### src/rtl/tm_pkg.sv
// ============================================================================
// tm_pkg : shared Tsetlin-machine types and helpers (FSM states, clog2, TA test)
// Rev 1.0
// ============================================================================
`default_nettype none

package tm_pkg;

    typedef enum logic [1:0] {
        ST_IDLE = 2'd0,
        ST_EVAL = 2'd1,
        ST_DONE = 2'd2
    } tm_state_t;

    function automatic int clog2(input int value);
        int result;
        result = 0;
        for (int i = 0; i < 31; i++) begin
            if ((1 << i) < value) result = i + 1;
        end
        return result;
    endfunction

    // A TA votes "include" once its state reaches the upper half of its range.
    function automatic logic ta_include(input logic [31:0] state, input int width);
        return state >= (32'd1 << (width - 1));
    endfunction

endpackage

`default_nettype wire

### src/rtl/tm_clause_eval.sv
// ============================================================================
// tm_clause_eval : combinational evaluation of one clause (actions + conjunction)
// Rev 1.0
// ============================================================================
`default_nettype none

module tm_clause_eval
    import tm_pkg::*;
#(
    parameter int LITERAL_NUM = 8,
    parameter int STATE_WIDTH = 4
) (
    input  logic [LITERAL_NUM*STATE_WIDTH-1:0] clause_state,
    input  logic [LITERAL_NUM-1:0]             literals,
    input  logic                               train,
    output logic [LITERAL_NUM-1:0]             action,
    output logic                               conj
);

    for (genvar l = 0; l < LITERAL_NUM; l++) begin : g_lit
        assign action[l] = ta_include(32'(clause_state[l*STATE_WIDTH +: STATE_WIDTH]), STATE_WIDTH);
    end

    // An empty clause fires only while training so it can still receive feedback.
    assign conj = (|action) ? (&(literals | ~action)) : train;

endmodule

`default_nettype wire

### src/rtl/tm_clause_inference.sv
// ============================================================================
// tm_clause_inference : serial clause evaluation with saturating weighted vote
// Rev 1.0
// ============================================================================
`default_nettype none

module tm_clause_inference
    import tm_pkg::*;
#(
    parameter int CLAUSE_NUM   = 4,
    parameter int LITERAL_NUM  = 8,
    parameter int STATE_WIDTH  = 4,
    parameter int WEIGHT_WIDTH = 8,
    parameter int SUM_WIDTH    = WEIGHT_WIDTH + clog2(CLAUSE_NUM)
) (
    input  logic                                      clk,
    input  logic                                      rst,
    input  logic                                      in_valid,
    output logic                                      in_ready,
    input  logic                                      train,
    input  logic [LITERAL_NUM-1:0]                    literals,
    input  logic [CLAUSE_NUM*LITERAL_NUM*STATE_WIDTH-1:0] state_in,
    input  logic [CLAUSE_NUM*WEIGHT_WIDTH-1:0]        weight_in,
    output logic                                      out_valid,
    input  logic                                      out_ready,
    output logic [CLAUSE_NUM*LITERAL_NUM-1:0]         actions,
    output logic [CLAUSE_NUM-1:0]                     conjunction_result,
    output logic [SUM_WIDTH-1:0]                      class_sum,
    output logic                                      prediction
);

    localparam int IDX_W       = (CLAUSE_NUM > 1) ? clog2(CLAUSE_NUM) : 1;
    localparam int CLAUSE_BITS = LITERAL_NUM * STATE_WIDTH;
    localparam int EXT_W       = SUM_WIDTH + 1 - WEIGHT_WIDTH;
    localparam logic [IDX_W-1:0]     LAST_IDX = IDX_W'(CLAUSE_NUM - 1);
    localparam logic [SUM_WIDTH-1:0] SUM_MAX  = {1'b0, {(SUM_WIDTH-1){1'b1}}};
    localparam logic [SUM_WIDTH-1:0] SUM_MIN  = {1'b1, {(SUM_WIDTH-1){1'b0}}};

    tm_state_t                               r_fsm;
    logic [LITERAL_NUM-1:0]                  r_literals;
    logic [CLAUSE_NUM*CLAUSE_BITS-1:0]       r_state;
    logic [CLAUSE_NUM*WEIGHT_WIDTH-1:0]      r_weight;
    logic                                    r_train;
    logic [IDX_W-1:0]                        r_idx;
    logic [SUM_WIDTH-1:0]                    r_acc;

    logic [CLAUSE_BITS-1:0]                  w_clause_state;
    logic [WEIGHT_WIDTH-1:0]                 w_weight;
    logic [LITERAL_NUM-1:0]                  w_action;
    logic                                    w_conj;
    logic [SUM_WIDTH:0]                      w_sum;
    logic [SUM_WIDTH-1:0]                    w_sat;

    assign in_ready       = (r_fsm == ST_IDLE) & ~rst;
    assign w_clause_state = r_state[32'(r_idx)*CLAUSE_BITS +: CLAUSE_BITS];
    assign w_weight       = r_weight[32'(r_idx)*WEIGHT_WIDTH +: WEIGHT_WIDTH];

    tm_clause_eval #(
        .LITERAL_NUM (LITERAL_NUM),
        .STATE_WIDTH (STATE_WIDTH)
    ) u_eval (
        .clause_state (w_clause_state),
        .literals     (r_literals),
        .train        (r_train),
        .action       (w_action),
        .conj         (w_conj)
    );

    // One guard bit lets overflow show up as a sign disagreement in the top two bits.
    assign w_sum = {r_acc[SUM_WIDTH-1], r_acc} + {{EXT_W{w_weight[WEIGHT_WIDTH-1]}}, w_weight};
    assign w_sat = (w_sum[SUM_WIDTH] != w_sum[SUM_WIDTH-1])
                 ? (w_sum[SUM_WIDTH] ? SUM_MIN : SUM_MAX)
                 : w_sum[SUM_WIDTH-1:0];

    always_ff @(posedge clk or posedge rst) begin
        if (rst) begin
            r_fsm              <= ST_IDLE;
            r_literals         <= '0;
            r_state            <= '0;
            r_weight           <= '0;
            r_train            <= 1'b0;
            r_idx              <= '0;
            r_acc              <= '0;
            actions            <= '0;
            conjunction_result <= '0;
            class_sum          <= '0;
            prediction         <= 1'b0;
            out_valid          <= 1'b0;
        end else begin
            case (r_fsm)
                ST_IDLE: begin
                    if (in_valid) begin
                        r_literals <= literals;
                        r_state    <= state_in;
                        r_weight   <= weight_in;
                        r_train    <= train;
                        r_idx      <= '0;
                        r_acc      <= '0;
                        r_fsm      <= ST_EVAL;
                    end
                end
                ST_EVAL: begin
                    actions[32'(r_idx)*LITERAL_NUM +: LITERAL_NUM] <= w_action;
                    conjunction_result[r_idx]                      <= w_conj;
                    if (w_conj) r_acc <= w_sat;
                    if (r_idx == LAST_IDX) r_fsm <= ST_DONE;
                    else                   r_idx <= r_idx + 1'b1;
                end
                ST_DONE: begin
                    // First DONE cycle publishes the result; later cycles wait for the consumer.
                    if (!out_valid) begin
                        out_valid  <= 1'b1;
                        class_sum  <= r_acc;
                        prediction <= ~r_acc[SUM_WIDTH-1];
                    end else if (out_ready) begin
                        out_valid <= 1'b0;
                        r_fsm     <= ST_IDLE;
                    end
                end
                default: r_fsm <= ST_IDLE;
            endcase
        end
    end

endmodule

`default_nettype wire
### config.mk
export PLATFORM = sky130hd
export DESIGN_NAME = tm_clause_inference
export DESIGN_NICKNAME = d
export VERILOG_FILES = /design/src/rtl/tm_pkg.sv /design/src/rtl/tm_clause_eval.sv /design/src/rtl/tm_clause_inference.sv
export SDC_FILE = /design/constraint.sdc
export NUM_CORES = 1
export LEC_CHECK = 0
export BUFFER_PORTS_ARGS = -buffer_cell sky130_fd_sc_hd__buf_2
export CAP_MARGIN = 0
export CORE_MARGIN = 1
export CORE_UTILIZATION = 30
export CTS_CLUSTER_DIAMETER = 50
export DETAILED_ROUTE_END_ITERATION = 7
export HOLD_SLACK_MARGIN = 0.08
export PLACE_DENSITY = 0.64
export SLEW_MARGIN = 20
export SYNTH_ARGS = -nofsm -noshare
export SYNTH_HDL_FRONTEND = slang
export SYNTH_SLANG_ARGS = --single-unit
### constraint.sdc
create_clock -name clk -period 4.3 [get_ports clk]
set_input_delay 0 -clock clk [delete_from_list [all_inputs] [get_ports clk]]
set_output_delay 0 -clock clk [all_outputs]
set_load 0.005 [all_outputs]
### After elaboration in Yosys (flattened, before gate mapping)

Cells that the tools add are included.

| storage, ports and cells | value |
|---|---|
| logic and storage cells | 75 |
| register bits after elaboration | 231 |
| output and inout bits | 49 |
| input port bits | 173 |

| operators by class | value |
|---|---|
| bitwise gates (word level) | 6 |
| equality and inequality tests | 10 |
| $lt $le $gt $ge | 10 |
| add/sub/neg operators | 3 |
| reduce and logical (&&, ||, !) cells | 10 |
| shift operators | 4 |
| muxes and demuxes | 20 |

Operators with widths:

| operator | number |
|---|---|
| 128-bit by 8-bit indexed part select with 32-bit output | 1 |
| 10-bit two-way mux | 4 |
| 5-bit negator with 34-bit output | 1 |
| 8-bit by 34-bit variable shift with 32-bit output (first input constant) | 1 |
| 8-bit by 34-bit indexed part select with 32-bit output | 1 |
| 32-bit bitwise mux | 1 |
| 4-bit greater-or-equal comparator (second input constant) | 8 |
| 32-bit by 6-bit indexed part select with 8-bit output | 1 |
| 10-bit case mux with 2 select lines | 1 |
| 2-bit two-way mux | 6 |
| 2-bit inequality test (second input constant) | 6 |
| 10-bit by 8-bit adder with 11-bit output | 1 |
| 8-bit NOT | 1 |
| 8-bit OR | 1 |
| 8-bit AND reduction | 1 |
| 8-bit OR reduction | 1 |
| 2-bit case mux with 3 select lines | 1 |
| 3-bit AND reduction | 2 |
| 4-bit bitwise mux | 1 |
| 2-bit equality test (second input constant) | 2 |
| 1-bit two-way mux | 4 |
| 2-bit case mux with 2 select lines | 1 |
| 2-bit AND reduction | 2 |
| 4-bit AND reduction | 1 |
| other kinds (11) | 13 |

### Logic depth before layout (Yosys ltp)

| logic depth | value |
|---|---|
| word-level depth | 8 |
| gate-level depth with buffers | 14 |
| depth with buffers taken out | 11 |

### By module

From an unflattened synthesis, not the netlist that was laid out.

| unflattened totals | value |
|---|---|
| cell total of the unflattened synthesis | 672 |
| area total of the unflattened synthesis | 10291.1 µm² |

By module, submodules not included:

| module | times used | cells each | seq. area each (µm²) | area each (µm²) |
|---|---|---|---|---|
| tm_clause_inference | 1 | 649 | 5780.5 | 10168.5 |
| tm_clause_eval | 1 | 23 | 0.0 | 122.6 |

### Worst setup path before layout

OpenSTA, ideal clock, no wires.

| timing | value |
|---|---|
| kind | reg-to-reg |
| start | register r_idx[0] |
| end | register r_acc[2] |
| arrival | 3576 ps |
| path buffers | 2 |
| stages on the path, launching flop included | 12 |
| clock period less this slack | 3697 ps |
| path slack | 603 ps |
| cells stage by stage | dfrtp_1 > buf_6 > buf_1 > mux4_2 > ha_1 > a211oi_1 > nor2_1 > a2111oi_1 > nand4b_1 > o211a_1 > o21ai_0 > a22o_1 |

| between the ends | value |
|---|---|
| cells in the longest elaborated chain, start to end | 8 |
| elaborated cells on any way between the ends | 23 |
| classes of those cells | add/sub: 1; order compare: 8; eq/ne: 2; shift: 2; mux: 5; bitwise: 2; reduce/logical: 3 |

Ends and longest elaborated chain:

| what | RTL line | RTL |
|---|---|---|
| start, declared | tm_clause_inference.sv:44 | `logic [IDX_W-1:0] r_idx;` |
| start signal, assigned | tm_clause_inference.sv:107 | `else r_idx <= r_idx + 1'b1;` |
| 128-bit by 8-bit indexed part select with 32-bit output | tm_clause_inference.sv:55 | `assign w_clause_state = r_state[32'(r_idx)*CLAUSE_BITS +: CLAUSE_BITS];` |
| 4-bit greater-or-equal comparator | tm_pkg.sv:26 | `return state >= (32'd1 << (width - 1));` |
| 8-bit NOT | tm_clause_eval.sv:25 | `assign conj = (\|action) ? (&(literals \| ~action)) : train;` |
| 8-bit OR | tm_clause_eval.sv:25 |  |
| 8-bit AND reduction | tm_clause_eval.sv:25 |  |
| 1-bit two-way mux | tm_clause_eval.sv:25 |  |
| 2-bit inequality test (no source line) | -- |  |
| 3-bit AND reduction (no source line) | -- |  |
| end signal, assigned | tm_clause_inference.sv:105 | `if (w_conj) r_acc <= w_sat;` |
| end, declared | tm_clause_inference.sv:45 | `logic [SUM_WIDTH-1:0] r_acc;` |

Parallel ways exist; a longest one is shown, timed or not. The select of a mux whose other input is x is not followed.
A chain may end at the register's enable or synchronous reset.

### Worst setup path in the final report

Same ends and word-level chain as after synthesis.

==> key figures <==
Floorplan
  • Rows: 52
  • Die width: about 150 um
  • Effective utilization at floorplan: 0.305
  • Chip Height: ~150 um
  • Total die area: about 21000 um^2
  • Core ar.: around 20000 um^2
  • Top-Level Pins: 222

Layout
  • Layout Cells excl Fill: between 900 and 1000
  • Register area: approximately 3400 um^2
  • Final Net Count: ~850
  • Share of layout cells above drive strength 1: 0.402
  • Area grow syn2layout: 36.7%
  • Number of diodes: 0
  • Filler cell count: ~1900
  • Util after Layout: 0.417
  • Area of the multi-input gates: between 2000 and 3000 um^2

Placement
  • Hpwl dp: between 10000 and 15000 um
  • Placed cells: between 800 and 900
  • Routability congestion estimate: about 0.77
  • Port Buffers: about 130
  • Placement Setup Slack: 792 ps

Pwr
  • Power density over the cells: roughly 750 nW/um^2
  • Leakage power: 0.00394 uW
  • VDD IR-drop max: ~290 uV

Yosys
  • Synth Register Bits: approximately 140
  • Avg Cell Area, Syn: ~13 um^2
  • Synth Warn #: 0
  • Synth Instances: between 400 and 500
  • Distinct cell type count after synthesis: between 40 and 50
  • Synth Flop Type: dfrtp_1
  • Mapped Nets: roughly 650
  • Post-synthesis sequential area ratio: 0.547
  • Synth Cell Area: a little over 6000 um^2
  • Post-synth ARST share: 1.00
  • EDFF count, synth: 0

Timing
  • Fin Clk Skew: slightly above 7 ps
  • Final worst-path cycle share: 0.821
  • Final setup TNS: 0 ps
  • Hold Vio Cnt, Final: 0
  • Max-slew violations: 0
  • RSZ-0062 raised after global routing: no
  • Worst rel slew slack: 0.399
  • Worst Tran Pin Value: about 900 ps
  • PnR worst setup slack: around 770 ps
  • Endpoints failing setup: 0
  • Fmax: ~280 MHz
  • Min Clock Period, post-route: 3530 ps

Run
  • Max-cap violation count: 0

Critical path
  • Worst path required time: 4610 ps
  • Critical path peak fanout: 18
  • Startpoint class of the critical path: flip-flop
  • FF-to-FF setup slack: between 700 and 800 ps
  • Critical path capture point type: flip-flop
  • FF-to-FF Start: r_idx[0]$_DFFE_PP0P_
  • Reg-to-Reg End: r_acc[2]$_DFFE_PP0P_
  • Worst R2R Path Depth: 10
  • Type of the worst setup path: reg2reg
  • Worst path arrival time: 3840 ps

Global routing
  • Initial antenna violation count: 0
  • Overall Global Routing Usage: 0.148
  • Largest net degree at the start of global routing: slightly above 100
  • First-pass GRT wire length: around 24000 um
  • Vias in the first global route: approximately 4700
  • Overflow after GRT: 0

Clock tree
  • H-tree levels: 4
  • CTS Buf Count: 17
  • Clk buf depth: 2
  • CTS tree: done
  • Reg clk slew, reported paths: about 60 ps
  • Root buffer cell: clkbuf_16
  • Later-pin clock latency in the skew report: between 400 and 500 ps
  • Clock sinks: approximately 140
  • Postcts setup bufs: 0

Route
  • Drt drc: 0
  • DR WL/cell: roughly 16 um
  • Final wirelength: approximately 15000 um
  • First-pass DRT Iterations: 6
  • Routed Antenna Nets: 0
  • DRT iter0 DRCs: between 100 and 150
  • Vias per inst: between 4 and 5
  • Vias: between 4000 and 5000

Run status
  • Status: finished clean

Min path
  • Hold Path Origin: state_in[99]
  • HP Class: in2reg
  • Hold Crit Endpoint: r_state[99]$_DFFE_PP0P_
  • Hold Path Depth: 3
-- what timing repair did --
item	CTS	global route
setup endpoints to repair	0	0
hold buffers	76	0
resized for setup	0	0
endpoints found under the hold margin	178	0
-- cells by family after synthesis --
group,after synthesis,share of synthesized area
XOR/XNOR,4,0.00567
adder cells (fa/ha/maj),19,0.0397
AND/OR/NAND/NOR,84,0.0723
flip-flops,135,0.547
AO/OA/AOI/OAI,70,0.0845
multiplexers,110,0.226
buffers and inverters,37,0.0251
-- registers in the layout (all words and copies together) (netlist names) --
register            flops
actions                32
class_sum              10
conjunction_result      4
out_valid               1
prediction              1
r_acc                  10
r_fsm                   2
r_idx                   2
r_literals              8
r_state                32
r_train                 1
r_weight               32
-- synthesized netlist by cell type (2+ instances only) --
| cell | number | area share |
|---|---|---|
| nor3_1 | 4 | 0.0032 |
| o2111ai_1 | 2 | 0.0028 |
| nand2_1 | 30 | 0.018 |
| ha_1 | 18 | 0.036 |
| dfrtp_1 | 135 | 0.55 |
| o21ai_0 | 17 | 0.014 |
| mux2i_1 | 6 | 0.0097 |
| a22o_1 | 33 | 0.047 |
| xnor2_1 | 4 | 0.0057 |
| nand3_1 | 5 | 0.0040 |
| buf_1 | 2 | 0.0012 |
| clkbuf_1 | 22 | 0.013 |
| and4_1 | 2 | 0.0028 |
| mux4_2 | 12 | 0.044 |
| o311ai_0 | 2 | 0.0028 |
| or3_1 | 2 | 0.0020 |
| mux2_2 | 90 | 0.16 |
| nor2_1 | 9 | 0.0055 |
| buf_6 | 2 | 0.0036 |
| inv_1 | 10 | 0.0061 |
| nand4b_1 | 3 | 0.0043 |
| nand2b_1 | 11 | 0.011 |
| nor2b_1 | 6 | 0.0061 |
| and3_1 | 2 | 0.0020 |
| nor3b_1 | 2 | 0.0024 |
| mux4_1 | 2 | 0.0085 |
| a21oi_1 | 5 | 0.0040 |
-- layout make-up --
type | count | share of cell area
well taps | 270 | 0.0400
clock inverters | 11 | 0.0147
multi-input cells | 287 | 0.315
flip-flops and latches | 135 | 0.400
clock buffers | 21 | 0.0533
repair buffers | 210 | 0.172
inverters | 10 | 0.00504
-- how the worst max path moves through the flow --
stage	from	to	slack [ps]	cells after the start
6_report	r_idx[0]$_DFFE_PP0P_	r_acc[2]$_DFFE_PP0P_	770	10
5_1_grt	r_idx[0]$_DFFE_PP0P_	r_acc[2]$_DFFE_PP0P_	510	10
4_1_cts	r_idx[0]$_DFFE_PP0P_	r_acc[2]$_DFFE_PP0P_	770	10
3_5_place_dp	r_idx[0]$_DFFE_PP0P_	r_acc[2]$_DFFE_PP0P_	790	10
3_3_place_gp	r_idx[0]$_DFFE_PP0P_	r_acc[2]$_DFFE_PP0P_	810	10
2_1_floorplan	r_idx[0]$_DFFE_PP0P_	r_acc[2]$_DFFE_PP0P_	600	11
-- worst max-delay path: stages (launching register included) --
cell	delay (ps)
dfrtp_1	340
buf_4	300
mux4_2	600
ha_1	370
o21ai_0	170
nor2_1	80
a2111oi_1	700
nand4b_1	210
o211a_1	300
o21ai_0	130
a22o_1	200
-- metrics by stage --
stage / hold slack, ps / total power, uW / area, um^2
after floorplan: 30.0 / 4040 / 6180
after global placement: 232 / 4810 / 7100
after detailed placement: 236 / 4880 / 7110
after CTS: 314 / 6380 / 8440
after global routing: 330 / 6760 / 8440
final: 338 / 6300 / 8440
-- cells in the final DEF (no fill, tap or decap), types with 3 or more instances in the layout --
cell type and n:
a21oi_1 5, mux4_2 12, nand4b_1 3, nor2b_1 6
xnor2_1 4, inv_6 3, buf_4 9, inv_1 9
dlygate4sd3_1 76, nor3_1 4, nand3_1 5, clkinv_2 4
a22o_1 33, clkinv_4 3, nand2_1 30, mux2i_1 6
nor2_1 9, buf_2 125, ha_1 18, o21ai_0 17
clkbuf_16 17, mux2_2 90, nand2b_1 11, clkbuf_1 3
dfrtp_1 135
-- report_power, final --
part | switching [uW] | internal (uW)
Clock | 566 | 871
Sequential | 334 | 1840
Combinational | 1330 | 1350
-- per-layer routing --
layer  track usage  up-vias  routed length, um
met5             0        -                  0
met4        0.0526        0                203
met3        0.0398       16                527
met2         0.232       91               6780
met1         0.198     2162               7150
li1              -     2091                  -
Power figures use the tool's default switching activity.
